===== config.mk =====
export PLATFORM = sky130hd
export DESIGN_NAME = health_shield_ctrl_flat
export DESIGN_NICKNAME = d
export VERILOG_FILES = /design/src/rtl/health_shield_ctrl_pkg.sv /design/src/rtl/health_shield_ctrl_if.sv /design/src/rtl/health_shield_ctrl_player_vitals.sv /design/src/rtl/health_shield_ctrl.sv /design/src/flat_wrapper.sv
export SDC_FILE = /design/constraint.sdc
export NUM_CORES = 1
export LEC_CHECK = 0
export CORE_ASPECT_RATIO = 0.9
export CORE_UTILIZATION = 35
export CTS_BUF_LIST = sky130_fd_sc_hd__clkbuf_2 sky130_fd_sc_hd__clkbuf_4 sky130_fd_sc_hd__clkbuf_8
export CTS_CLUSTER_SIZE = 14
export DETAILED_ROUTE_END_ITERATION = 8
export MAX_ROUTING_LAYER = met4
export PLACE_DENSITY = 0.5
export SLEW_MARGIN = 20
export SYNTH_ARGS = -nofsm -noshare
export SYNTH_HDL_FRONTEND = slang
export SYNTH_SLANG_ARGS = --single-unit

===== constraint.sdc =====
create_clock -name clk -period 3.9 [get_ports clk]
set_clock_uncertainty 0.2 [all_clocks]
set_input_delay 0.78 -clock clk [delete_from_list [all_inputs] [get_ports clk]]
set_output_delay 0.78 -clock clk [all_outputs]
set_load 0.02 [all_outputs]

===== src/rtl/health_shield_ctrl_pkg.sv =====
// Shared fighter constants for the health/shield controller: default vitals and frame timings,
// round state and winner encodings, and saturating 5-bit helpers.
package health_shield_ctrl_pkg;

    localparam int FC_MAX_HEALTH    = 14;
    localparam int FC_MAX_SHIELD    = 14;
    localparam int FC_INVULN_FRAMES = 30;
    localparam int FC_REGEN_FRAMES  = 60;
    localparam int CNT_W            = 8;

    typedef enum logic [1:0] {
        ST_IDLE  = 2'b00,
        ST_FIGHT = 2'b01,
        ST_KO    = 2'b10
    } state_e;

    typedef enum logic [1:0] {
        WIN_NONE = 2'b00,
        WIN_P1   = 2'b01,
        WIN_P2   = 2'b10,
        WIN_DRAW = 2'b11
    } winner_e;

    function automatic logic [4:0] sat_sub5(input logic [4:0] a, input logic [4:0] b);
        if (a > b) begin
            return a - b;
        end else begin
            return 5'd0;
        end
    endfunction

    function automatic logic [4:0] sat_inc5(input logic [4:0] a, input logic [4:0] lim);
        if (a < lim) begin
            return a + 5'd1;
        end else begin
            return lim;
        end
    endfunction

endpackage


===== src/rtl/health_shield_ctrl_if.sv =====
// Game-side bundle of the health/shield controller: frame/round pulses, hits and bar outputs.
interface health_shield_ctrl_if;

    logic       frame_tick;
    logic       start;
    logic       p1_hit;
    logic       p2_hit;
    logic [1:0] p1_dmg;
    logic [1:0] p2_dmg;
    logic       p1_blocking;
    logic       p2_blocking;
    logic [3:0] p1_health;
    logic [3:0] p2_health;
    logic [3:0] p1_shield;
    logic [3:0] p2_shield;
    logic       game_over;
    logic [1:0] winner;

    modport master (
        output frame_tick, start, p1_hit, p2_hit, p1_dmg, p2_dmg, p1_blocking, p2_blocking,
        input  p1_health, p2_health, p1_shield, p2_shield, game_over, winner
    );

    modport slave (
        input  frame_tick, start, p1_hit, p2_hit, p1_dmg, p2_dmg, p1_blocking, p2_blocking,
        output p1_health, p2_health, p1_shield, p2_shield, game_over, winner
    );

endinterface


===== src/rtl/health_shield_ctrl_player_vitals.sv =====
// One player's health, shield, hit-immunity and shield-regeneration state.
// load reloads the maxima; active gates hits and frame-driven counters (vitals freeze otherwise).
module player_vitals
    import health_shield_ctrl_pkg::*;
#(
    parameter int MAX_HEALTH    = FC_MAX_HEALTH,
    parameter int MAX_SHIELD    = FC_MAX_SHIELD,
    parameter int INVULN_FRAMES = FC_INVULN_FRAMES,
    parameter int REGEN_FRAMES  = FC_REGEN_FRAMES
)(
    input  logic       clk,
    input  logic       reset,
    input  logic       load,
    input  logic       active,
    input  logic       frame_tick,
    input  logic       hit,
    input  logic [1:0] dmg,
    input  logic       blocking,
    output logic [3:0] health,
    output logic [3:0] shield
);

    localparam logic [4:0]       HEALTH_MAX_L = 5'(MAX_HEALTH);
    localparam logic [4:0]       SHIELD_MAX_L = 5'(MAX_SHIELD);
    localparam logic [CNT_W-1:0] INVULN_L     = CNT_W'(INVULN_FRAMES);
    localparam logic [CNT_W-1:0] REGEN_LAST_L = CNT_W'(REGEN_FRAMES - 1);

    logic [3:0]       health_r, shield_r, health_nx_s, shield_nx_s;
    logic [CNT_W-1:0] invuln_r, regen_r, invuln_nx_s, regen_nx_s;
    logic [4:0]       h5_s, s5_s, d5_s;
    logic             hit_ok_s;

    // Next-state of the vitals: reload, freeze, accepted hit, or frame-tick housekeeping.
    always_comb begin
        health_nx_s = health_r;
        shield_nx_s = shield_r;
        invuln_nx_s = invuln_r;
        regen_nx_s  = regen_r;
        h5_s        = {1'b0, health_r};
        s5_s        = {1'b0, shield_r};
        d5_s        = {3'b000, dmg};
        hit_ok_s    = active && hit && (dmg != 2'd0) && (invuln_r == CNT_W'(0));
        if (load) begin
            health_nx_s = 4'(HEALTH_MAX_L);
            shield_nx_s = 4'(SHIELD_MAX_L);
            invuln_nx_s = CNT_W'(0);
            regen_nx_s  = CNT_W'(0);
        end else if (!active) begin
            health_nx_s = health_r;
        end else if (hit_ok_s) begin
            // A landed hit wins over a coincident frame tick: no regen, immunity reloaded.
            invuln_nx_s = INVULN_L;
            regen_nx_s  = CNT_W'(0);
            if (!blocking) begin
                health_nx_s = 4'(sat_sub5(h5_s, d5_s));
            end else if (s5_s >= d5_s) begin
                shield_nx_s = 4'(s5_s - d5_s);
            end else begin
                shield_nx_s = 4'd0;
                health_nx_s = 4'(sat_sub5(h5_s, d5_s - s5_s));
            end
        end else if (frame_tick) begin
            invuln_nx_s = (invuln_r == CNT_W'(0)) ? CNT_W'(0) : invuln_r - CNT_W'(1);
            if (blocking) begin
                regen_nx_s = CNT_W'(0);
            end else if (regen_r == REGEN_LAST_L) begin
                regen_nx_s  = CNT_W'(0);
                shield_nx_s = 4'(sat_inc5(s5_s, SHIELD_MAX_L));
            end else begin
                regen_nx_s = regen_r + CNT_W'(1);
            end
        end else if (blocking) begin
            regen_nx_s = CNT_W'(0);
        end else begin
            regen_nx_s = regen_r;
        end
    end

    // Vitals registers with synchronous reset to full health and shield.
    always_ff @(posedge clk) begin
        if (reset) begin
            health_r <= 4'(HEALTH_MAX_L);
            shield_r <= 4'(SHIELD_MAX_L);
            invuln_r <= CNT_W'(0);
            regen_r  <= CNT_W'(0);
        end else begin
            health_r <= health_nx_s;
            shield_r <= shield_nx_s;
            invuln_r <= invuln_nx_s;
            regen_r  <= regen_nx_s;
        end
    end

    assign health = health_r;
    assign shield = shield_r;

endmodule


===== src/rtl/health_shield_ctrl.sv =====
// Two-player health/shield controller: round FSM (IDLE/FIGHT/KO), winner decision,
// and one player_vitals instance per player.
module health_shield_ctrl
    import health_shield_ctrl_pkg::*;
#(
    parameter int MAX_HEALTH    = FC_MAX_HEALTH,
    parameter int MAX_SHIELD    = FC_MAX_SHIELD,
    parameter int INVULN_FRAMES = FC_INVULN_FRAMES,
    parameter int REGEN_FRAMES  = FC_REGEN_FRAMES
)(
    input  logic                 clk,
    input  logic                 reset,
    health_shield_ctrl_if.slave  bus
);

    state_e     state_r;
    winner_e    winner_r;
    logic       game_over_r;
    logic [3:0] p1_health_s, p2_health_s, p1_shield_s, p2_shield_s;
    logic       p1_dead_s, p2_dead_s, active_s, load_s;

    // Vitals only move while both players still stand; a KO freezes them until restart.
    always_comb begin
        p1_dead_s = (p1_health_s == 4'd0);
        p2_dead_s = (p2_health_s == 4'd0);
        active_s  = (state_r == ST_FIGHT) && !p1_dead_s && !p2_dead_s;
        load_s    = (state_r == ST_IDLE) || ((state_r == ST_KO) && bus.start);
    end

    player_vitals #(
        .MAX_HEALTH(MAX_HEALTH), .MAX_SHIELD(MAX_SHIELD),
        .INVULN_FRAMES(INVULN_FRAMES), .REGEN_FRAMES(REGEN_FRAMES)
    ) u_p1 (
        .clk(clk), .reset(reset), .load(load_s), .active(active_s),
        .frame_tick(bus.frame_tick), .hit(bus.p1_hit), .dmg(bus.p1_dmg),
        .blocking(bus.p1_blocking), .health(p1_health_s), .shield(p1_shield_s)
    );

    player_vitals #(
        .MAX_HEALTH(MAX_HEALTH), .MAX_SHIELD(MAX_SHIELD),
        .INVULN_FRAMES(INVULN_FRAMES), .REGEN_FRAMES(REGEN_FRAMES)
    ) u_p2 (
        .clk(clk), .reset(reset), .load(load_s), .active(active_s),
        .frame_tick(bus.frame_tick), .hit(bus.p2_hit), .dmg(bus.p2_dmg),
        .blocking(bus.p2_blocking), .health(p2_health_s), .shield(p2_shield_s)
    );

    // Round FSM with registered game_over and winner.
    always_ff @(posedge clk) begin
        if (reset) begin
            state_r     <= ST_IDLE;
            game_over_r <= 1'b0;
            winner_r    <= WIN_NONE;
        end else begin
            case (state_r)
                ST_IDLE: begin
                    if (bus.start) begin
                        state_r <= ST_FIGHT;
                    end else begin
                        state_r <= ST_IDLE;
                    end
                end
                ST_FIGHT: begin
                    if (p1_dead_s || p2_dead_s) begin
                        state_r     <= ST_KO;
                        game_over_r <= 1'b1;
                        if (p1_dead_s && p2_dead_s) begin
                            winner_r <= WIN_DRAW;
                        end else if (p1_dead_s) begin
                            winner_r <= WIN_P2;
                        end else begin
                            winner_r <= WIN_P1;
                        end
                    end else begin
                        state_r <= ST_FIGHT;
                    end
                end
                ST_KO: begin
                    if (bus.start) begin
                        state_r     <= ST_FIGHT;
                        game_over_r <= 1'b0;
                        winner_r    <= WIN_NONE;
                    end else begin
                        state_r <= ST_KO;
                    end
                end
                default: begin
                    state_r     <= ST_IDLE;
                    game_over_r <= 1'b0;
                    winner_r    <= WIN_NONE;
                end
            endcase
        end
    end

    assign bus.p1_health = p1_health_s;
    assign bus.p2_health = p2_health_s;
    assign bus.p1_shield = p1_shield_s;
    assign bus.p2_shield = p2_shield_s;
    assign bus.game_over = game_over_r;
    assign bus.winner    = winner_r;

endmodule


===== src/flat_wrapper.sv =====
// flat-port wrapper written by rule: the top's interface ports become plain ports
module health_shield_ctrl_flat import health_shield_ctrl_pkg::*;
#(
    parameter int MAX_HEALTH    = FC_MAX_HEALTH,
    parameter int MAX_SHIELD    = FC_MAX_SHIELD,
    parameter int INVULN_FRAMES = FC_INVULN_FRAMES,
    parameter int REGEN_FRAMES  = FC_REGEN_FRAMES
)
  (clk, reset, bus_frame_tick, bus_start, bus_p1_hit, bus_p2_hit, bus_p1_dmg, bus_p2_dmg, bus_p1_blocking, bus_p2_blocking, bus_p1_health, bus_p2_health, bus_p1_shield, bus_p2_shield, bus_game_over, bus_winner);
  health_shield_ctrl_if bus_i ();
  input  logic clk;
  input  logic reset;
  input wire logic [$bits(bus_i.frame_tick)-1:0] bus_frame_tick;
  input wire logic [$bits(bus_i.start)-1:0] bus_start;
  input wire logic [$bits(bus_i.p1_hit)-1:0] bus_p1_hit;
  input wire logic [$bits(bus_i.p2_hit)-1:0] bus_p2_hit;
  input wire logic [$bits(bus_i.p1_dmg)-1:0] bus_p1_dmg;
  input wire logic [$bits(bus_i.p2_dmg)-1:0] bus_p2_dmg;
  input wire logic [$bits(bus_i.p1_blocking)-1:0] bus_p1_blocking;
  input wire logic [$bits(bus_i.p2_blocking)-1:0] bus_p2_blocking;
  output wire logic [$bits(bus_i.p1_health)-1:0] bus_p1_health;
  output wire logic [$bits(bus_i.p2_health)-1:0] bus_p2_health;
  output wire logic [$bits(bus_i.p1_shield)-1:0] bus_p1_shield;
  output wire logic [$bits(bus_i.p2_shield)-1:0] bus_p2_shield;
  output wire logic [$bits(bus_i.game_over)-1:0] bus_game_over;
  output wire logic [$bits(bus_i.winner)-1:0] bus_winner;
  assign bus_i.frame_tick = bus_frame_tick;
  assign bus_i.start = bus_start;
  assign bus_i.p1_hit = bus_p1_hit;
  assign bus_i.p2_hit = bus_p2_hit;
  assign bus_i.p1_dmg = bus_p1_dmg;
  assign bus_i.p2_dmg = bus_p2_dmg;
  assign bus_i.p1_blocking = bus_p1_blocking;
  assign bus_i.p2_blocking = bus_p2_blocking;
  assign bus_p1_health = bus_i.p1_health;
  assign bus_p2_health = bus_i.p2_health;
  assign bus_p1_shield = bus_i.p1_shield;
  assign bus_p2_shield = bus_i.p2_shield;
  assign bus_game_over = bus_i.game_over;
  assign bus_winner = bus_i.winner;
  health_shield_ctrl #(.MAX_HEALTH(MAX_HEALTH), .MAX_SHIELD(MAX_SHIELD), .INVULN_FRAMES(INVULN_FRAMES), .REGEN_FRAMES(REGEN_FRAMES)) u_core (.clk(clk), .reset(reset), .bus(bus_i));
endmodule

==> results of run 1 <==
==> kinds of logic (layout without fill, tap and decap cells) <==
group,count (synthesis),in the layout,share of synthesized area (%)
xor+xnor,26,26,6.04
flops,53,53,28.1
fa+ha+maj,36,36,13.5
compound gates,126,126,23.0
buf+inv,54,89,5.77
mux,4,4,1.10
simple gates,161,161,22.4
==> registers in the layout (all words and copies together) (netlist names), 4 cells and up <==
signal / count
u_core.u_p1.shield: 4
u_core.u_p2.shield: 4
u_core.u_p2.invuln_r: 8
u_core.u_p2.regen_r: 8
u_core.u_p1.invuln_r: 8
u_core.u_p1.regen_r: 8
u_core.u_p2.health: 4
u_core.u_p1.health: 4
==> layer usage <==
layer,vias to the layer above,global-route usage [%]
met5,-,-
met4,0,3.74
li1,1776,-
met1,1612,25.3
met3,5,2.35
met2,56,28.5
==> final cells by class <==
| cell class | instances | area (sq um) |
|---|---|---|
| fill | 1059 | 5970 |
| multi-input combinational | 353 | 2500 |
| sequential | 53 | 1060 |
| clock inverter | 2 | 16.3 |
| clock buffer | 6 | 82.6 |
| inverter | 37 | 139 |
| timing repair buffer | 44 | 405 |
| tap | 129 | 161 |
==> power by group <==
| part | internal, mW | total, mW | switching (mW) |
|---|---|---|---|
| Sequential | 0.546 | 0.552 | 0.00637 |
| Combinational | 0.0795 | 0.203 | 0.124 |
| Clock | 0.147 | 0.351 | 0.204 |
==> synthesized netlist by cell type, types with 3 or more instances <==
library cell / count / area, sq um
a2111o_1: 4 / 45.0
o21ai_1: 3 / 15.0
o211ai_1: 5 / 37.5
buf_2: 3 / 15.0
nor2b_1: 5 / 31.3
o21a_1: 4 / 30.0
nor2_1: 41 / 154
nand3_1: 17 / 85.1
a31oi_1: 3 / 18.8
a211oi_1: 13 / 97.6
a21oi_1: 34 / 170
or3_1: 4 / 25.0
o2111ai_1: 3 / 26.3
a2111oi_0: 4 / 35.0
nor4b_1: 3 / 26.3
dfxtp_1: 53 / 1060
nand4_1: 13 / 81.3
or4_1: 6 / 45.0
and3_1: 9 / 56.3
nor3b_1: 3 / 22.5
fa_1: 8 / 160
ha_1: 28 / 350
o31a_1: 4 / 35.0
nor4_1: 10 / 62.6
o21ai_0: 24 / 120
nand2b_1: 6 / 37.5
inv_1: 37 / 139
mux2i_1: 3 / 30.0
a21bo_2: 3 / 30.0
clkbuf_1: 12 / 45.0
nand2_1: 21 / 78.8
xnor2_1: 8 / 70.1
xor2_1: 18 / 158
o32ai_1: 3 / 26.3
nor3_1: 17 / 85.1
==> worst min-delay path by stage <==
stage          depth (start not counted)                   start  slack, ns                     end
2_1_floorplan                          2  u_core.u_p1.regen_r[1]       0.25  u_core.u_p1.regen_r[1]
3_3_place_gp                           2    u_core.bus.game_over       0.26    u_core.bus.game_over
3_5_place_dp                           2  u_core.u_p1.regen_r[1]       0.27  u_core.u_p1.regen_r[1]
4_1_cts                                2  u_core.u_p1.regen_r[1]       0.29  u_core.u_p1.regen_r[1]
5_1_grt                                2    u_core.bus.game_over       0.34    u_core.bus.game_over
6_report                               2    u_core.bus.winner[0]       0.29    u_core.bus.winner[0]
==> per-stage QoR <==
step           hold slack (ns)  util, %
2_1_floorplan            0.249        -
3_5_place_dp             0.270     41.3
5_1_grt                  0.339     42.2
4_1_cts                  0.287     42.2
6_report                 0.287     42.2
3_3_place_gp             0.263     41.3
==> worst max-delay path, cell delays in order <==
cell and delay, ns:
clkdlybuf4s50_1 0.48, inv_1 0.05, ha_1 0.16, inv_1 0.09
fa_1 0.45, inv_1 0.08, ha_1 0.23, nor2b_1 0.14
o31a_1 0.25, a2111oi_0 0.48, a211oi_1 0.10, o21ai_0 0.16
==> impl_results.md, run 1 <==
* Setup bufs post-CTS at 0
* Detailed-route via count at 3449
* CTS Root Cell: clkbuf_8
* Clk pin slew, worst setup/hold paths at 0.11 ns
* Worst vdd ir at 130 uV
* Remaining DRCs at 6
* Period utilization at 87.2%
* Pwr dens at 253 nW/um^2
* Initial DRC Count at 180
* Worst-margin pin slew at 0.846 ns
* GR Util All Layers at 18.2%
* Area delta synth->final at 15.8%
* Worst Path Arrival at 3.45 ns
* Dpl hpwl at 6950 um
* Syn_nets at 508
* Worst setup EP type: flop
* Placed inst area at 4270 sq um
* Post-synth EDFFs at 0
* Most common cell after layout, fill and taps aside: dfxtp_1
* CP endpoint: u_core.u_p1.health[3]
* Clk buf depth at 2
* Min Tclk post-route at 3.40 ns
* Worst Path Required at 3.94 ns
* Slew Limit Fails at 0
* Met1 WL at 4970 um
* Clk_lat worst skew at 0.32 ns
* Relative slew slack at 43.4%
* Starting Density at 36.5%
* Post_cts resized at 0
* Routability cong. at 0.842
* Share of cells above drive strength 1 at 6.87%
* Non-Filler Instances at 624
* Worst-path fanout max at 2
* Fmax at 294 MHz
* DR WL met3 at 225 um
* R2R depth at 12
* Reg2reg end: u_core.u_p2.health[3]
* Post-synthesis sequential area ratio at 28.1%
* Largest net degree at the start of global routing at 35
* Cells after synthesis at 460
* Core Region at 10300 sq um
* Flops & latches, synth at 53
* Status: complete, but fails checks
* Reg2reg start: u_core.u_p2.shield[1]
* Pre-CTS WS at 0.145 ns
* Total negative slack at 0 ns
* Vias in the first global route at 3261
* P_leak at 1.61 nW
* CTS tree: yes
* Initial antenna violation count at 0
* H-tree levels at 2
* Async SR Flop Fraction at 0%
* Placed insts at 616
* Area of the die at 11200 sq um
* Avg Cell Area, Syn at 8.20 sq um
* # hold bufs at CTS at 0
* Synth Flop Type: dfxtp_1
* RSZ-0062 raised after global routing: no
* Setup Viol. Count Final at 0
* Ant diodes at 0
* Synthesized area at 3770 sq um
* I/O Buffers at 30
* Total power at 1.11 mW
* Yosys cell types at 56
* Vias/cell at 5.53
* Failing checks: design-rule violations
* Hold Vio Cnt, Final at 0
* Ports at 31
* Global-route wire length before repair at 16200 um
* Top layer used by detailed routing: met4
* Crit start category: input port
* Routed wire length per instance at 15.0 um
* Row cnt at 35
* Chip Height at 100 um
* Critical path class: in -> reg
* Routed Antenna Nets at 0
* TritonCTS Buffers at 5
* Synthesis Warnings at 0
* CTS Sinks at 53
* R2R Setup Slk at 0.83 ns
* Final worst slack at 0.497 ns
* CP Launch Point: bus_p1_dmg[0]
* Final design area excluding fillers at 4370 sq um
* Max Cap Viol at 0
* Pre-antenna DRT Iters at 7
* Total Wirelength at 9380 um
* Nets@finish at 542
* HP Class: reg -> reg
* Grt ovf at 0
* Commonest non-fill, non-tap cells in the layout: dfxtp_1 (53), nor2_1 (41), inv_1 (37)
* Die X at 111 um
* Met2 wire length at 4120 um
No activity file was read; power rests on OpenSTA's default activity.
==> inputs of run 2 (changes only) <==
CTS_CLUSTER_DIAMETER = 60   (was unset)
==> results of run 2 <==
The final DEF is identical to that of run 1; final timing and power are the same.
